$ cat src/rtl/rgb_pwm_gen.sv
// rgb_pwm_gen: three-channel PWM driver for the RGB LED pins.
// Duty values are double-buffered and only change at a PWM period boundary.
// Optional fade mode: define RGB_PWM_FADE_EN to ramp each channel toward its
// new target by FADE_STEP per period instead of jumping directly.
module rgb_pwm_gen #(
    parameter int PRESCALE       = 4,
    parameter bit LED_ACTIVE_LOW = 1'b0,
    parameter int FADE_STEP      = 4
) (
    input  logic       clk_div,
    input  logic       rst,
    input  logic       en,
    input  logic [7:0] R_time_in,
    input  logic [7:0] G_time_in,
    input  logic [7:0] B_time_in,
    output logic       led_r,
    output logic       led_g,
    output logic       led_b,
    output logic       period_start
);

    localparam logic [0:0] IDLE = 1'b0;
    localparam logic [0:0] RUN  = 1'b1;

    localparam logic [7:0] PRE_MAX = 8'(PRESCALE - 1);
    localparam logic [7:0] PWM_MAX = 8'd254;

    // Elaboration-time parameter range checks.
    if (PRESCALE < 1 || PRESCALE > 256) begin : g_bad_prescale
        $error("rgb_pwm_gen: PRESCALE must be in 1..256");
    end
    if (FADE_STEP < 1 || FADE_STEP > 255) begin : g_bad_fade_step
        $error("rgb_pwm_gen: FADE_STEP must be in 1..255");
    end

    logic [0:0] state;
    logic [7:0] pre_cnt;
    logic [7:0] pwm_cnt;
    logic [7:0] duty_active_r;
    logic [7:0] duty_active_g;
    logic [7:0] duty_active_b;
    logic       on_r;
    logic       on_g;
    logic       on_b;
    logic       tick;
    logic       boundary;

`ifdef RGB_PWM_FADE_EN
    localparam logic [7:0] STEP = 8'(FADE_STEP);

    // Move one step toward the target; snap when within one step, so the
    // add/subtract below can never leave the 0..255 range.
    function automatic logic [7:0] next_duty(input logic [7:0] cur,
                                             input logic [7:0] tgt);
        logic [7:0] diff;
        if (tgt >= cur) begin
            diff = tgt - cur;
            next_duty = (diff <= STEP) ? tgt : cur + STEP;
        end else begin
            diff = cur - tgt;
            next_duty = (diff <= STEP) ? tgt : cur - STEP;
        end
    endfunction
`else
    function automatic logic [7:0] next_duty(input logic [7:0] cur,
                                             input logic [7:0] tgt);
        logic [7:0] unused_cur;
        unused_cur = cur;
        next_duty  = tgt | (unused_cur & 8'h00);
    endfunction
`endif

    // Prescaler tick and end-of-period detection.
    always_comb begin
        tick     = (pre_cnt == PRE_MAX);
        boundary = (state == RUN) && tick && (pwm_cnt == PWM_MAX);
    end

    // State machine, counters, double-buffered duty registers and period marker.
    always_ff @(posedge clk_div or posedge rst) begin
        if (rst) begin
            state         <= IDLE;
            pre_cnt       <= '0;
            pwm_cnt       <= '0;
            duty_active_r <= '0;
            duty_active_g <= '0;
            duty_active_b <= '0;
            period_start  <= 1'b0;
        end else begin
            case (state)
                IDLE: begin
                    pre_cnt       <= '0;
                    pwm_cnt       <= '0;
                    duty_active_r <= R_time_in;
                    duty_active_g <= G_time_in;
                    duty_active_b <= B_time_in;
                    period_start  <= en;
                    if (en) begin
                        state <= RUN;
                    end
                end
                RUN: begin
                    if (!en) begin
                        state        <= IDLE;
                        pre_cnt      <= '0;
                        pwm_cnt      <= '0;
                        period_start <= 1'b0;
                    end else begin
                        period_start <= boundary;
                        pre_cnt      <= tick ? '0 : pre_cnt + 8'd1;
                        if (tick) begin
                            pwm_cnt <= (pwm_cnt == PWM_MAX) ? '0 : pwm_cnt + 8'd1;
                        end
                        if (boundary) begin
                            duty_active_r <= next_duty(duty_active_r, R_time_in);
                            duty_active_g <= next_duty(duty_active_g, G_time_in);
                            duty_active_b <= next_duty(duty_active_b, B_time_in);
                        end
                    end
                end
                default: begin
                    state <= IDLE;
                end
            endcase
        end
    end

    // Registered duty compare; channels are only ever on while running.
    always_ff @(posedge clk_div or posedge rst) begin
        if (rst) begin
            on_r <= 1'b0;
            on_g <= 1'b0;
            on_b <= 1'b0;
        end else begin
            on_r <= (state == RUN) && (pwm_cnt < duty_active_r);
            on_g <= (state == RUN) && (pwm_cnt < duty_active_g);
            on_b <= (state == RUN) && (pwm_cnt < duty_active_b);
        end
    end

    assign led_r = on_r ^ LED_ACTIVE_LOW;
    assign led_g = on_g ^ LED_ACTIVE_LOW;
    assign led_b = on_b ^ LED_ACTIVE_LOW;

endmodule

$ cat config.mk
export PLATFORM = sky130hd
export DESIGN_NAME = rgb_pwm_gen
export DESIGN_NICKNAME = d
export VERILOG_FILES = /design/src/rtl/rgb_pwm_gen.sv
export SDC_FILE = /design/constraint.sdc
export NUM_CORES = 1
export LEC_CHECK = 0
export CORE_ASPECT_RATIO = 1.75
export CORE_MARGIN = 5
export CORE_UTILIZATION = 51
export DETAILED_ROUTE_END_ITERATION = 12
export PLACE_DENSITY = 0.77
export SLEW_MARGIN = 20
export SYNTH_ARGS = -nofsm -noshare
export SYNTH_HDL_FRONTEND = slang
export SYNTH_SLANG_ARGS = --single-unit
$ cat constraint.sdc
create_clock -name clk_div -period 2 [get_ports clk_div]
set_input_delay 0.6 -clock clk_div [delete_from_list [all_inputs] [get_ports clk_div]]
set_output_delay 0.6 -clock clk_div [all_outputs]
set_load 0.02 [all_outputs]
==> metrics.cfg, run 1 <==
[synthesis]
yosysUniqueCellTypes = 35
synth-edff-count = 0
dominant_cell_type_by_area_after_synthesis = sky130_fd_sc_hd__dfrtp_1
syn-num-nets = 261
yosys_warnings = 0
synth_seq_cells = 45
ys.flop_type = sky130_fd_sc_hd__dfrtp_1
yosys-top-cells-count = 45 x sky130_fd_sc_hd__dfrtp_1, 24 x sky130_fd_sc_hd__ha_1, 24 x sky130_fd_sc_hd__inv_1
yosysMostFrequentCell = sky130_fd_sc_hd__dfrtp_1
synth_seq_area_share_pct = 47.02
synthesis.area_sq_um = 2395
postSynth.asyncResetShare_pct = 100.0
post_synth_inst_count = 210
yosys-top-cells-area = sky130_fd_sc_hd__dfrtp_1 47%, sky130_fd_sc_hd__ha_1 13%, sky130_fd_sc_hd__mux2_2 11%
synth_top_area_share_pct = 47.02
syn-mean-instance-area_sq_um = 11.40

[drt]
dr.max_layer_used = met4
drt-met1-wl_um = 1725
total_length_of_routed_met2_wires_um = 2523
drt_first_iter_violations = 37
remaining_drc_errors = 0
drt-total-wl_um = 4475
drtAntennaViolNets = 0
router_iterations_before_antenna_repair = 4
viasPerCell = 5.498
route.met3.wl_um = 156
wire_per_inst_um = 14.39
via_count = 1710

[power]
total_power_w = 0.001776
p_leak_nw = 1.420
pwr_density_cell_nw_per_um2 = 600.5
maximum_ir_drop_on_the_vdd_rail_uv = 673.1

[placed_design]
numPortBuffers = 30
place_area_sq_um = 2877
gpl.final_weighted_congestion = 0.8812
place_inst = 303
place_hpwl_um = 3435
worst_setup_timing_slack_at_the_placement_stage_ns = -0.1831

[worst_setup_path]
rr_startpoint = pre_cnt[3]
crit_path_end = duty_active_b[5]
timing.rr.end = duty_active_b[5]
cpLargestDelayFamily = buffers and inverters
reg2reg_slack_ns = 0.15
criticalPathCategory = in -> reg
cpMaxStageDelayCell = sky130_fd_sc_hd__clkdlybuf4s50_1
critPathLaunchType = input pin
worst_ep_required_time_ns = 2.18
cp_num_cells = 5
crit_arrival_ns = 2.04
timing.critical_path.fanout_max = 16
worst_setup_path_startpoint = en
worstPathBufferInverterCount = 2
critPathMaxStageDelay_ns = 0.53
critPathCaptureType = register
worst-r2r-cell-count = 5
timing.critical_path.cells = clkdlybuf4s50_1 -> nand4_1 -> o21ai_4 -> buf_12 -> mux2_2

[clock_network]
path_clk_slew_ns = 0.08
maximum_root_to_sink_buffer_count = 2
post-cts-setup-buffers = 0
cts_repair_resized_insts = 0
cts.hold.buffers_added = 0
tritoncts_clock_tree = yes
clock_latency_ns = 0.29
cts-root-buf = sky130_fd_sc_hd__clkbuf_8
cts_inserted_buffers = 5
numClockSinks = 45
cts_max_level = 2

[sta]
timing.fmax_ghz = 0.5359
share_of_the_clock_period_used_by_the_worst_path_after_layout_pct = 93.31
worstMarginPinSlew_ns = 0.3785
final.setup_skew_ns = 0.006002
grt_setup_unrepaired = false
layout_setup_ws_ns = 0.1339
finalHoldViolCount = 0
final_max_slew_viol_count = 0
setup_viol = 0
relSlewSlack_pct = 74.12
fin_crit_ns = 1.866

[global_routing]
grtUsageTotal_pct = 16.43
via_count_of_the_first_global_routing_pass = 1800
maximum_number_of_pins_on_one_net_before_global_route_repair = 46
grt_first_pass_wirelength_um = 7776
grt_antenna_before_repair = 0
grt_overflow_total = 0

[outcome]
status = finished clean

[run]
maxCapViolations = 0

[floorplanning]
core_area_sq_um = 4624
initial_core_util_pct = 51.79
vert_die_dim_um = 100.7
die_width_um = 61.80
io-pin-count = 31
dieArea_sq_um = 6220
core.rowCount = 33

[finish]
final_nets = 309
diodes = 0
post_route_cells_drive_above_1_share_pct = 18.15
final_cell_count_no_fill = 311
syn_to_final_growth_pct = 23.46
stdcell_area_sq_um = 2957

[min_path]
min_path_type = reg -> reg
worst_hold_path_cells = 1

==> how the worst min path moves through the flow <==
stage,start,end,slack (ns)
finish,pre_cnt[0],pre_cnt[0],0.49
global route,pre_cnt[0],pre_cnt[0],0.49
CTS,pre_cnt[0],pre_cnt[0],0.49
detailed placement,pre_cnt[0],pre_cnt[0],0.48
global placement,pre_cnt[0],pre_cnt[0],0.47
floorplan,pre_cnt[0],pre_cnt[0],0.42
==> cell usage in the layout, fill, tap and decap left out, types with 2 or more instances in the layout <==
master and count:
sky130_fd_sc_hd__o2111ai_1 3, sky130_fd_sc_hd__xnor2_1 2, sky130_fd_sc_hd__ha_1 24, sky130_fd_sc_hd__and2_1 2, sky130_fd_sc_hd__or4_1 2, sky130_fd_sc_hd__or3_1 4, sky130_fd_sc_hd__buf_12 3, sky130_fd_sc_hd__a2111oi_0 3
sky130_fd_sc_hd__o31ai_1 2, sky130_fd_sc_hd__o31a_1 3, sky130_fd_sc_hd__nand3_1 8, sky130_fd_sc_hd__nor2_1 8, sky130_fd_sc_hd__a21o_1 6, sky130_fd_sc_hd__nand2_1 6, sky130_fd_sc_hd__clkbuf_1 3, sky130_fd_sc_hd__clkdlybuf4s50_1 30
sky130_fd_sc_hd__clkbuf_8 5, sky130_fd_sc_hd__xor2_1 4, sky130_fd_sc_hd__buf_4 11, sky130_fd_sc_hd__mux2_2 23, sky130_fd_sc_hd__a21oi_1 12, sky130_fd_sc_hd__nand2b_1 6, sky130_fd_sc_hd__o21ai_0 4, sky130_fd_sc_hd__inv_1 23
sky130_fd_sc_hd__dfrtp_1 45, sky130_fd_sc_hd__nor3_1 3, sky130_fd_sc_hd__nand4_1 2
==> power breakdown <==
| group | switching, W | leakage [nW] | internal (W) | total, W |
|---|---|---|---|---|
| clock network | 0.000286 | 0.0395 | 0.000249 | 0.000535 |
| registers | 0.0000297 | 0.562 | 0.000965 | 0.000994 |
| logic | 0.000102 | 0.819 | 0.000145 | 0.000246 |
| total | 0.000418 | 1.42 | 0.00136 | 0.00178 |
==> cell type report <==
type                       count  area [sq um]
multi-input combinational    138          1152
sequential                    45          1126
tap                           52         65.06
fill                         396          1668
clock buffer                   8         80.08
inverter                      24         90.09
timing repair buffer          44         442.9
==> cell families (layout without fill, tap and decap cells) <==
family,count (synthesis),in the layout,synth area share (%)
muxes,24,24,11.29
xor gates and xnor gates,6,6,2.194
adders and majority gates,24,24,12.54
and+or+nand+nor,48,48,11.70
AOI/OAI and AO/OA,36,36,10.40
DFF,45,45,47.02
buffers and inverters,27,76,4.859
==> through the flow <==
step           utilization [%]  TNS [ns]  hold slack (ns)
5_1_grt                  63.93         0           0.4941
4_1_cts                  63.93         0           0.4942
2_1_floorplan                -         0           0.4248
6_report                 63.93         0           0.4870
3_3_place_gp             62.20    -3.182           0.4695
3_5_place_dp             62.20    -4.034           0.4807
==> layer usage <==
metal	track usage, %	vias to the layer above
met5	0	-
met1	18.39	839
met2	29.70	26
li1	-	838
met3	3.205	7
met4	5.392	0
==> state kept, by name, summed over array words and instances (netlist names) <==
| name | flops |
|---|---|
| state | 1 |
| duty_active_r | 8 |
| led_r | 1 |
| duty_active_g | 8 |
| pre_cnt | 8 |
| led_g | 1 |
| duty_active_b | 8 |
| period_start | 1 |
| led_b | 1 |
| pwm_cnt | 8 |
(Power assumes the default switching activity.)
==> run 2: changes to the inputs <==
HOLD_SLACK_MARGIN = 0.08   (was unset)
==> results of run 2 <==
The final DEF is identical to that of run 1; final timing and power are the same.
